===== src/rtl/seq_detect_pkg.sv =====
`default_nettype none
// +----------------------------------------------------------------------+
// | seq_detect_pkg                                                       |
// | Shared state encoding and default sizes for the sequence detector.   |
// | Revision: 1.0                                                        |
// +----------------------------------------------------------------------+
package seq_detect_pkg;

  localparam int unsigned c_data_w_dflt = 8;
  localparam int unsigned c_pat_w_dflt  = 4;
  localparam int unsigned c_cnt_w_dflt  = 8;

  localparam logic [1:0] c_st_idle  = 2'd0;
  localparam logic [1:0] c_st_wait  = 2'd1;
  localparam logic [1:0] c_st_shift = 2'd2;

  typedef enum logic [1:0] {
    ST_IDLE  = c_st_idle,
    ST_WAIT  = c_st_wait,
    ST_SHIFT = c_st_shift
  } state_t;

endpackage
`default_nettype wire


===== src/rtl/seq_detect_ctrl_if.sv =====
`default_nettype none
// +----------------------------------------------------------------------+
// | seq_detect_ctrl_if                                                   |
// | Word valid/ready handshake from producer to the detector controller. |
// | Revision: 1.0                                                        |
// +----------------------------------------------------------------------+
interface seq_detect_ctrl_if
  import seq_detect_pkg::*;
#(
  parameter int DATA_W = c_data_w_dflt
);

  logic              in_valid;
  logic [DATA_W-1:0] in_data;
  logic              in_ready;

  modport master (output in_valid, output in_data, input in_ready);
  modport slave  (input in_valid, input in_data, output in_ready);

endinterface
`default_nettype wire


===== src/rtl/seq_match_core.sv =====
`default_nettype none
// +----------------------------------------------------------------------+
// | seq_match_core                                                       |
// | Mealy bit-serial pattern matcher with overlap control.               |
// | Revision: 1.0                                                        |
// +----------------------------------------------------------------------+
module seq_match_core
  import seq_detect_pkg::*;
#(
  parameter int PAT_W = c_pat_w_dflt
) (
  input  wire logic             clk,
  input  wire logic             reset_ah_in,
  input  wire logic             bit_valid,
  input  wire logic             bit_in,
  input  wire logic [PAT_W-1:0] pattern,
  input  wire logic             overlap,
  input  wire logic             restart,
  output logic                  match
);

  localparam int c_seen_w = $clog2(PAT_W + 1);
  localparam logic [c_seen_w-1:0] c_seen_full = c_seen_w'(PAT_W);

  logic [PAT_W-2:0]    r_hist;
  logic [c_seen_w-1:0] r_seen;
  logic [PAT_W-1:0]    w_cand;
  logic [c_seen_w-1:0] w_seen_nxt;

  assign w_cand     = {r_hist, bit_in};
  assign w_seen_nxt = (r_seen == c_seen_full) ? c_seen_full : r_seen + c_seen_w'(1);
  assign match      = bit_valid && (w_cand == pattern) && (w_seen_nxt == c_seen_full);

  // seen counts fresh bits; a non-overlapping hit forces PAT_W new bits before the next one
  always_ff @(posedge clk or negedge reset_ah_in) begin
    if (!reset_ah_in) begin
      r_hist <= '0;
      r_seen <= '0;
    end else if (restart) begin
      r_hist <= '0;
      r_seen <= '0;
    end else if (bit_valid) begin
      r_hist <= w_cand[PAT_W-2:0];
      r_seen <= (match && !overlap) ? '0 : w_seen_nxt;
    end
  end

endmodule
`default_nettype wire


===== src/rtl/seq_detect_ctrl.sv =====
`default_nettype none
// +----------------------------------------------------------------------+
// | seq_detect_ctrl                                                      |
// | Word-to-bit scheduler, match counter and sticky threshold interrupt. |
// | Revision: 1.0                                                        |
// +----------------------------------------------------------------------+
module seq_detect_ctrl
  import seq_detect_pkg::*;
#(
  parameter int DATA_W = c_data_w_dflt,
  parameter int PAT_W  = c_pat_w_dflt,
  parameter int CNT_W  = c_cnt_w_dflt
) (
  input  wire logic             clk,
  input  wire logic             reset_ah_in,
  input  wire logic             start,
  input  wire logic             stop,
  input  wire logic             clr,
  input  wire logic [PAT_W-1:0] cfg_pattern,
  input  wire logic             cfg_overlap,
  input  wire logic [CNT_W-1:0] cfg_thresh,
  seq_detect_ctrl_if.slave      in_if,
  output logic                  det_pulse,
  output logic [CNT_W-1:0]      match_cnt,
  output logic                  irq,
  output logic                  busy
);

  localparam int c_idx_w = $clog2(DATA_W);
  localparam logic [CNT_W-1:0] c_cnt_max = '1;

  state_t             r_state;
  logic [DATA_W-1:0]  r_shift;
  logic [c_idx_w-1:0] r_idx;
  logic               r_stop_seen;
  logic [PAT_W-1:0]   r_pat;
  logic               r_ovl;
  logic [CNT_W-1:0]   r_thresh;
  logic               r_in_ready;
  logic               r_busy;
  logic               r_det;
  logic [CNT_W-1:0]   r_cnt;
  logic               r_irq;

  logic               w_bit_valid;
  logic               w_restart;
  logic               w_match;
  logic [CNT_W-1:0]   w_cnt_inc;

  assign w_bit_valid = (r_state == ST_SHIFT);
  assign w_restart   = (r_state == ST_IDLE) && start;
  assign w_cnt_inc   = (r_cnt == c_cnt_max) ? r_cnt : r_cnt + CNT_W'(1);

  seq_match_core #(.PAT_W(PAT_W)) u_match (
    .clk        (clk),
    .reset_ah_in(reset_ah_in),
    .bit_valid  (w_bit_valid),
    .bit_in     (r_shift[DATA_W-1]),
    .pattern    (r_pat),
    .overlap    (r_ovl),
    .restart    (w_restart),
    .match      (w_match)
  );

  always_ff @(posedge clk or negedge reset_ah_in) begin
    if (!reset_ah_in) begin
      r_state     <= ST_IDLE;
      r_shift     <= '0;
      r_idx       <= '0;
      r_stop_seen <= 1'b0;
      r_pat       <= '0;
      r_ovl       <= 1'b0;
      r_thresh    <= '0;
      r_in_ready  <= 1'b0;
      r_busy      <= 1'b0;
      r_det       <= 1'b0;
      r_cnt       <= '0;
      r_irq       <= 1'b0;
    end else begin
      r_det <= w_match;
      if (clr) begin
        r_cnt <= '0;
        r_irq <= 1'b0;
      end else if (w_match) begin
        r_cnt <= w_cnt_inc;
        if ((r_thresh != '0) && (w_cnt_inc == r_thresh))
          r_irq <= 1'b1;
      end

      case (r_state)
        ST_IDLE: begin
          if (start) begin
            r_pat      <= cfg_pattern;
            r_ovl      <= cfg_overlap;
            r_thresh   <= cfg_thresh;
            r_state    <= ST_WAIT;
            r_in_ready <= 1'b1;
            r_busy     <= 1'b1;
          end
        end
        ST_WAIT: begin
          if (stop) begin
            r_state    <= ST_IDLE;
            r_in_ready <= 1'b0;
            r_busy     <= 1'b0;
          end else if (in_if.in_valid) begin
            r_shift     <= in_if.in_data;
            r_idx       <= c_idx_w'(DATA_W - 1);
            r_stop_seen <= 1'b0;
            r_state     <= ST_SHIFT;
            r_in_ready  <= 1'b0;
          end
        end
        ST_SHIFT: begin
          // a stop during a word only takes effect once its last bit is consumed
          r_shift <= r_shift << 1;
          r_idx   <= r_idx - c_idx_w'(1);
          if (stop)
            r_stop_seen <= 1'b1;
          if (r_idx == '0) begin
            if (r_stop_seen || stop) begin
              r_state <= ST_IDLE;
              r_busy  <= 1'b0;
            end else begin
              r_state    <= ST_WAIT;
              r_in_ready <= 1'b1;
            end
          end
        end
        default: begin
          r_state    <= ST_IDLE;
          r_in_ready <= 1'b0;
          r_busy     <= 1'b0;
        end
      endcase
    end
  end

  assign in_if.in_ready = r_in_ready;
  assign det_pulse      = r_det;
  assign match_cnt      = r_cnt;
  assign irq            = r_irq;
  assign busy           = r_busy;

endmodule
`default_nettype wire


===== src/flat_wrapper.sv =====
// flat-port wrapper written by rule: the top's interface ports become plain ports
module seq_detect_ctrl_flat import seq_detect_pkg::*;
#(
  parameter int DATA_W = c_data_w_dflt,
  parameter int PAT_W  = c_pat_w_dflt,
  parameter int CNT_W  = c_cnt_w_dflt
)
  (clk, reset_ah_in, start, stop, clr, cfg_pattern, cfg_overlap, cfg_thresh, det_pulse, match_cnt, irq, busy, in_if_in_valid, in_if_in_data, in_if_in_ready);
  seq_detect_ctrl_if #(.DATA_W(DATA_W)) in_if_i ();
  input  wire logic clk;
  input  wire logic reset_ah_in;
  input  wire logic start;
  input  wire logic stop;
  input  wire logic clr;
  input  wire logic [PAT_W-1:0] cfg_pattern;
  input  wire logic cfg_overlap;
  input  wire logic [CNT_W-1:0] cfg_thresh;
  output logic det_pulse;
  output logic [CNT_W-1:0] match_cnt;
  output logic irq;
  output logic busy;
  input wire logic [$bits(in_if_i.in_valid)-1:0] in_if_in_valid;
  input wire logic [$bits(in_if_i.in_data)-1:0] in_if_in_data;
  output wire logic [$bits(in_if_i.in_ready)-1:0] in_if_in_ready;
  assign in_if_i.in_valid = in_if_in_valid;
  assign in_if_i.in_data = in_if_in_data;
  assign in_if_in_ready = in_if_i.in_ready;
  seq_detect_ctrl #(.DATA_W(DATA_W), .PAT_W(PAT_W), .CNT_W(CNT_W)) u_core (.clk(clk), .reset_ah_in(reset_ah_in), .start(start), .stop(stop), .clr(clr), .cfg_pattern(cfg_pattern), .cfg_overlap(cfg_overlap), .cfg_thresh(cfg_thresh), .in_if(in_if_i), .det_pulse(det_pulse), .match_cnt(match_cnt), .irq(irq), .busy(busy));
endmodule

===== config.mk =====
export PLATFORM = sky130hd
export DESIGN_NAME = seq_detect_ctrl_flat
export DESIGN_NICKNAME = d
export VERILOG_FILES = /design/src/rtl/seq_detect_pkg.sv /design/src/rtl/seq_detect_ctrl_if.sv /design/src/rtl/seq_match_core.sv /design/src/rtl/seq_detect_ctrl.sv /design/src/flat_wrapper.sv
export SDC_FILE = /design/constraint.sdc
export NUM_CORES = 1
export LEC_CHECK = 0
export BUFFER_PORTS_ARGS = -buffer_cell sky130_fd_sc_hd__buf_2
export CAP_MARGIN = 20
export CORE_MARGIN = 2
export CORE_UTILIZATION = 60
export CTS_BUF_LIST = sky130_fd_sc_hd__clkbuf_16
export CTS_CLUSTER_DIAMETER = 80
export DETAILED_ROUTE_END_ITERATION = 16
export GPL_ROUTABILITY_DRIVEN = 0
export GPL_TIMING_DRIVEN = 1
export PLACE_DENSITY = 0.86
export REMOVE_ABC_BUFFERS = 1
export SYNTH_ARGS = -nofsm -noshare
export SYNTH_HDL_FRONTEND = slang
export SYNTH_SLANG_ARGS = --single-unit

===== constraint.sdc =====
create_clock -name clk -period 2.91 [get_ports clk]
set_input_delay 0.4365 -clock clk [delete_from_list [all_inputs] [get_ports clk]]
set_output_delay 0.4365 -clock clk [all_outputs]
set_load 0.01 [all_outputs]

==> flow_metrics.env, run 1 <==
export IMPL_fin_setup_tns_ns=0
export IMPL_maxCapViolCount=0
export IMPL_cts_resized=0
export IMPL_cts_buffers_inserted=5
export IMPL_syn_area_um2=2360
export IMPL_routed_wl_um=5040
export IMPL_synth_top_family_by_area="simple AND/OR/NAND/NOR gates"
export IMPL_r2r_end="u_core.irq"
export IMPL_critPathLaunch="u_core.u_match.r_seen[1]"
export IMPL_synth_cell_types=44
export IMPL_port_buffers=38
export IMPL_cts_sinks=45
export IMPL_synth_cells=241
export IMPL_post_cts_buffers=0
export IMPL_synthSimpleGateAreaFrac=0.177
export IMPL_min_period_ns=2.29
export IMPL_ys_flop_type="dfrtp_1"
export IMPL_area_growth_pct=15.0
export IMPL_detail_route_first_pass_iterations=4
export IMPL_worstPathBufferInverterCount=1
export IMPL_cp_endpoint="u_core.irq"
export IMPL_async_reset_ff_frac=1.00
export IMPL_avgRoutedWirePerCell_um=15.5
export IMPL_synth_area_top_cells="dfrtp_1 48%, o21ai_0 5.3%, mux2_2 5.2%, nand2_1 4.3%, mux2i_1 3.8%"
export IMPL_crit_family="simple AND/OR/NAND/NOR gates"
export IMPL_viasPerCell=5.77
export IMPL_ys_seq_area_frac=0.477
export IMPL_clk_path_buf_depth=2
export IMPL_synth_top_cell_by_area="dfrtp_1"
export IMPL_grt_usage=0.267
export IMPL_synth_top_area_frac=0.477
export IMPL_worst_path_max_delay_cell="dfrtp_1"
export IMPL_synth_adder_area_share=0.0265
export IMPL_clock_fmax_mhz=437
export IMPL_start_util=0.635
export IMPL_ant_nets=0
export IMPL_crit_required_ns=3.10
export IMPL_leakage_uw=0.00120
export IMPL_core_area_um2=3720
export IMPL_timing_critical_path_cells="inv_1 -> ha_1 -> a21oi_1 -> nor4_1 -> nand3_1 -> nor3_1 -> o2111ai_1 -> o31ai_1"
export IMPL_n_fill_cell=277
export IMPL_tightestPinTransition_ns=0.965
export IMPL_status="finished, final reports clean"
export IMPL_nets=308
export IMPL_slew_headroom=0.357
export IMPL_grt_pass1_vias=1807
export IMPL_drive_above_1_share=0.217
export IMPL_vias=1876
export IMPL_dieWidth_um=66.7
export IMPL_clock_latency_ns=0.29
export IMPL_muxShareOfSynthArea=0.0907
export IMPL_finalMaxSlewViolations=0
export IMPL_synth_compound_area_share=0.137
export IMPL_ys_ff_latch=45
export IMPL_cts_root_buffer="clkbuf_16"
export IMPL_cp_slowest_stage_delay_ns=0.39
export IMPL_remaining_drc_errors=0
export IMPL_rows=22
export IMPL_grt_max_degree=46
export IMPL_vdd_drop_max_uv=517
export IMPL_path_class="flip-flop to flip-flop"
export IMPL_power_density_nw_per_um2=853
export IMPL_antenna_cells=0
export IMPL_overflow=0
export IMPL_crit_fanout=11
export IMPL_finalHoldViolations=0
export IMPL_die_area_um2=4450
export IMPL_ff2ff_path_depth=8
export IMPL_r2r_slack_ns=0.62
export IMPL_grt_pass1_wl_um=8670
export IMPL_yosys_warnings=0
export IMPL_ios=39
export IMPL_synth_edf_count=0
export IMPL_setup_viol=0
export IMPL_place_hpwl_um=3440
export IMPL_synthXorXnorAreaFrac=0.0557
export IMPL_cts_tree="done"
export IMPL_avgSynthCellArea_um2=9.79
export IMPL_arrival_ns=2.48
export IMPL_fin_crit_sh=0.787
export IMPL_cp_end_kind="flip-flop"
export IMPL_rr_startpoint="u_core.u_match.r_seen[1]"
export IMPL_cp_num_cells=8
export IMPL_worst_setup_path_start_kind="flip-flop"
export IMPL_ctsHoldBuffers=0
export IMPL_drt_iter0_drc=213
export IMPL_antenna_found_initial=0
export IMPL_hold_slack_ns=0.308
export IMPL_synth_most_common_cell="dfrtp_1"
export IMPL_clk_pin_slew_ns=0.06
export IMPL_die_h_um=66.7
export IMPL_design_power_total_uw=2310
export IMPL_hold_path_class="primary input to asynchronous set/reset pin"
export IMPL_rsz0062_at_grt="false"
export IMPL_synth_common_cells="45 x dfrtp_1, 27 x nand2_1, 25 x o21ai_0"
export IMPL_clock_skew_ns=0.00465
export IMPL_htreeDepth=2
-- worst min-delay path by stage --
stage                                 start             endpoint  slack [ns]  cells after the start
after CTS                       reset_ah_in  u_core.match_cnt[2]        0.34                      1
after global placement    u_core.r_shift[0]    u_core.r_shift[1]        0.46                      2
after global routing         cfg_pattern[0]      u_core.r_pat[0]        0.38                      2
after floorplan                 reset_ah_in          u_core.busy        0.14                      0
final                           reset_ah_in          u_core.busy        0.31                      1
after detailed placement  u_core.r_shift[6]    u_core.r_shift[7]        0.47                      2
-- cell families (layout without fill, tap and decap cells) --
family | count (synthesis) | after routing
muxes | 20 | 20
AOI/OAI and AO/OA | 53 | 53
DFF | 45 | 45
and+or+nand+nor | 82 | 82
adders and majority gates | 5 | 5
buffers and inverters | 21 | 57
xor gates and xnor gates | 15 | 15
-- layer usage --
metal,part of all wire,track usage,vias to the layer above
li1,-,-,918
met1,0.44,0.352,899
met2,0.49,0.430,52
met3,0.054,0.0659,7
met4,0.017,0.0893,0
met5,0,0,-
-- flip-flops by register name (all words and copies together) (netlist names), 2 cells and up --
signal,cells
u_core.u_match.r_hist,3
u_core.r_idx,3
u_core.r_thresh,8
u_core.r_pat,4
u_core.match_cnt,8
u_core.r_shift,8
u_core.r_state,2
u_core.u_match.r_seen,3
-- through the flow --
step | instance area [um2] | setup WS, ns | utilization | std cells
6_report | 2710 | 0.621 | 0.730 | 325
5_1_grt | 2710 | 0.363 | 0.730 | 325
3_5_place_dp | 2570 | 0.655 | 0.692 | 317
4_1_cts | 2710 | 0.614 | 0.730 | 325
2_1_floorplan | 2310 | 0.855 | - | 230
3_3_place_gp | 2570 | 0.724 | 0.692 | 317
-- layout make-up --
class	count	area (um2)	area share
clock inverters	3	16.3	0.00600
multi-input cells	175	1150	0.424
flip-flops and latches	45	1130	0.415
well taps	48	60.1	0.0221
repair buffers	39	198	0.0729
clock buffers	5	125	0.0461
inverters	10	37.5	0.0138
-- placed cells by master (no fill, tap or decap), drive strengths merged, types with 2 or more instances in the layout --
cell,synthesis,layout
nand3,3,3
ha,5,5
clkbuf,5,5
nor4,3,3
a311oi,2,2
or3,3,3
xnor2,9,9
o21ai,26,26
buf,6,39
nand2,27,27
xor2,6,6
nor3b,2,2
mux2,11,11
a21oi,8,8
and3,6,6
nor2,18,18
clkinv,0,2
o31ai,5,5
nor3,9,9
nand2b,2,2
nor2b,4,4
inv,10,11
dfrtp,45,45
mux2i,9,9
o21bai,2,2
a22o,2,2
-- power breakdown --
part           internal, uW  total (uW)  switching (uW)
clock                   315         547             232
combinational           337         702             365
sequential              855        1060             209
total                  1510        2310             807
Note: power is estimated with default switching activity, not from simulation.
==> run 2: changes to the inputs <==
--- a/config.mk
+++ b/config.mk
@@ -5,16 +5,17 @@
 export SDC_FILE = /design/constraint.sdc
 export NUM_CORES = 1
 export LEC_CHECK = 0
+export ABC_AREA = 1
 export BUFFER_PORTS_ARGS = -buffer_cell sky130_fd_sc_hd__buf_2
 export CAP_MARGIN = 20
 export CORE_MARGIN = 2
-export CORE_UTILIZATION = 60
+export CORE_UTILIZATION = 56
 export CTS_BUF_LIST = sky130_fd_sc_hd__clkbuf_16
 export CTS_CLUSTER_DIAMETER = 80
 export DETAILED_ROUTE_END_ITERATION = 16
 export GPL_ROUTABILITY_DRIVEN = 0
 export GPL_TIMING_DRIVEN = 1
-export PLACE_DENSITY = 0.86
+export PLACE_DENSITY = 0.81
 export REMOVE_ABC_BUFFERS = 1
 export SYNTH_ARGS = -nofsm -noshare
 export SYNTH_HDL_FRONTEND = slang
==> constraint.sdc (replaced) <==
create_clock -name clk -period 2.3 [get_ports clk]
set_input_delay 0.345 -clock clk [delete_from_list [all_inputs] [get_ports clk]]
set_output_delay 0.345 -clock clk [all_outputs]
set_load 0.01 [all_outputs]
==> run 2 against run 1 <==
Effect of this change:
- critical path depth down 1
- non-clock buffer count up 3
- total power up 36%
- global-route usage down 3.8 points
- cell count up 25%
- largest power group unchanged
- synthesized area up 3.8%
- cell area up 6.0%
- critical path type unchanged
- sequential share of layout area down 2.4 points
- clock skew down 0.0012 ns
- sequential cell count unchanged
- register-to-register slack worse by 0.18 ns
==> flow_metrics.env, run 2 <==
export IMPL_ys_seq_area_frac=0.460
export IMPL_vdd_drop_max_uv=668
export IMPL_yosys_warnings=0
export IMPL_place_hpwl_um=3730
export IMPL_finalHoldViolations=0
export IMPL_avgRoutedWirePerCell_um=12.7
export IMPL_drive_above_1_share=0.178
export IMPL_core_area_um2=4290
export IMPL_status="finished, final reports clean"
export IMPL_finalMaxSlewViolations=0
export IMPL_cts_root_buffer="clkbuf_16"
export IMPL_rr_startpoint="u_core.u_match.r_seen[0]"
export IMPL_clkPwrFrac=0.262
export IMPL_routed_wl_um=5170
export IMPL_grt_pass1_vias=2016
export IMPL_start_util=0.570
export IMPL_synth_edf_count=0
export IMPL_cp_endpoint="u_core.match_cnt[1]"
export IMPL_overflow=0
export IMPL_antenna_found_initial=0
export IMPL_detail_route_first_pass_iterations=4
export IMPL_avgSynthCellArea_um2=7.92
export IMPL_grt_usage=0.228
export IMPL_ctsHoldBuffers=0
export IMPL_leakage_uw=0.00154
export IMPL_p_int_uw=2000
export IMPL_port_buffers=38
export IMPL_synth_common_cells="68 x nand2_1, 46 x inv_1, 45 x dfrtp_1"
export IMPL_clock_latency_ns=0.29
export IMPL_ant_nets=0
export IMPL_ios=39
export IMPL_synth_area_top_cells="dfrtp_1 46%, nand2_1 10%, inv_1 7.1%, nor2_1 5.7%, nand3_1 5.3%"
export IMPL_dpl_worst_slack_ns=0.469
export IMPL_synth_top_area_frac=0.460
export IMPL_grt_max_degree=46
export IMPL_cts_tree="done"
export IMPL_synthXorXnorAreaFrac=0.0107
export IMPL_path_class="flip-flop to flip-flop"
export IMPL_cp_end_kind="flip-flop"
export IMPL_cts_resized=0
export IMPL_most_common_layout_cells="68 x nand2_1, 46 x inv_1, 45 x dfrtp_1"
export IMPL_synth_most_common_cell="nand2_1"
export IMPL_area_growth_pct=17.5
export IMPL_layout_cells_most_common="nand2_1"
export IMPL_remaining_drc_errors=0
export IMPL_tightestPinTransition_ns=0.562
export IMPL_synth_adder_area_share=0.0255
export IMPL_arrival_ns=2.07
export IMPL_clock_skew_ns=0.00349
export IMPL_p_seq_frac=0.390
export IMPL_synth_cells=309
export IMPL_syn_area_um2=2450
export IMPL_nets=385
export IMPL_synth_top_family_by_area="simple AND/OR/NAND/NOR gates"
export IMPL_critPathLaunch="u_core.u_match.r_seen[0]"
export IMPL_clock_fmax_mhz=538
export IMPL_clk_pin_slew_ns=0.06
export IMPL_min_period_ns=1.86
export IMPL_rows=24
export IMPL_ys_ff_latch=45
export IMPL_worst_slack_ns=0.443
export IMPL_worst_setup_path_start_kind="flip-flop"
export IMPL_grt_pass1_wl_um=8900
export IMPL_synth_cell_types=33
export IMPL_met2_usage=0.363
export IMPL_grt_busiest_layer="met2"
export IMPL_viasPerCell=5.38
export IMPL_die_area_um2=4920
export IMPL_dieWidth_um=70.1
export IMPL_power_switching_uw=1140
export IMPL_muxShareOfSynthArea=0.0138
export IMPL_post_cts_buffers=0
export IMPL_cts_sinks=45
export IMPL_ys_flop_type="dfrtp_1"
export IMPL_fin_setup_tns_ns=0
export IMPL_clk_path_buf_depth=2
export IMPL_vias=2185
export IMPL_setup_viol=0
export IMPL_drt_iter0_drc=184
export IMPL_swShare=0.364
export IMPL_die_h_um=70.1
export IMPL_power_density_nw_per_um2=1090
export IMPL_synthSimpleGateAreaFrac=0.289
export IMPL_use_met3=0.0462
export IMPL_crit_required_ns=2.51
export IMPL_synth_top_cell_by_area="dfrtp_1"
export IMPL_combinationalPowerShare=0.348
export IMPL_r2r_slack_ns=0.44
export IMPL_synth_compound_area_share=0.116
export IMPL_crit_fanout=5
export IMPL_async_reset_ff_frac=1.00
export IMPL_antenna_cells=0
export IMPL_maxCapViolCount=0
export IMPL_r2r_end="u_core.match_cnt[1]"
export IMPL_grt_util_met1=0.307
export IMPL_hold_path_class="primary input to asynchronous set/reset pin"
export IMPL_n_fill_cell=366
export IMPL_hold_slack_ns=0.115
export IMPL_cts_buffers_inserted=5
export IMPL_fin_crit_sh=0.807
export IMPL_ff2ff_path_depth=7
export IMPL_htreeDepth=2
export IMPL_rsz0062_at_grt="false"
export IMPL_slew_headroom=0.625
## run 2: changes by cell type after synthesis, moves of 7 or more
cell,previous run,this run
inv_1,10,46
mux2i_1,9,0
nor2_1,17,37
o21ai_0,25,14
nand3_1,2,26
mux2_2,11,3
nand2_1,27,68
a221oi_1,0,7
## run 2: final cells by class
| type | count | area [um2] | area share |
|---|---|---|---|
| clock buffer | 5 | 125 | 0.0435 |
| timing repair buffer | 42 | 220 | 0.0766 |
| inverter | 48 | 180 | 0.0626 |
| sequential | 45 | 1130 | 0.391 |
| tap | 52 | 65.1 | 0.0226 |
| clock inverter | 3 | 45.0 | 0.0157 |
| multi-input combinational | 211 | 1110 | 0.388 |
## run 2: metal layers
layer,vias up,wire (um)
met4,0,90
li1,1093,-
met3,11,254
met1,1018,2380
met5,-,0
met2,63,2440
## run 2: worst min-delay path by stage
stage,end,cells after the start
detailed placement,u_core.det_pulse,2
global placement,u_core.r_pat[2],2
floorplan,u_core.busy,0
global route,u_core.u_match.r_hist[0],2
finish,u_core.det_pulse,2
CTS,u_core.r_pat[1],2
## run 2: stage by stage
| step | std cells | power [uW] | instance area, um2 | utilization |
|---|---|---|---|---|
| global route | 406 | 3380 | 2880 | 0.670 |
| detailed placement | 398 | 2320 | 2710 | 0.630 |
| finish | 406 | 3150 | 2880 | 0.670 |
| global placement | 398 | 2280 | 2710 | 0.630 |
| floorplan | 304 | 2010 | 2420 | - |
| CTS | 406 | 3160 | 2880 | 0.670 |
## run 2: kinds of logic (layout without fill, tap and decap cells)
| logic type | after synthesis | in the layout |
|---|---|---|
| compound gates | 46 | 46 |
| xor+xnor | 3 | 3 |
| fa+ha+maj | 5 | 5 |
| buf+inv | 53 | 98 |
| flops | 45 | 45 |
| mux | 3 | 3 |
| simple gates | 154 | 154 |
## run 2: power by group through the flow
stage	Combinational [uW]	Sequential, uW	Clock, uW
2_1_floorplan	809	1200	0
3_3_place_gp	1060	1230	0
3_5_place_dp	1090	1230	0
4_1_cts	1100	1220	839
5_1_grt	1260	1250	872
6_report	1090	1230	823
## run 2: worst max-delay path, stage by stage (launching register included)
cell     delay (ns)
dfrtp_1        0.36
inv_1          0.07
ha_1           0.30
inv_1          0.09
nand3_1        0.14
nor4_4         0.39
nand2_1        0.23
o21ai_0        0.20
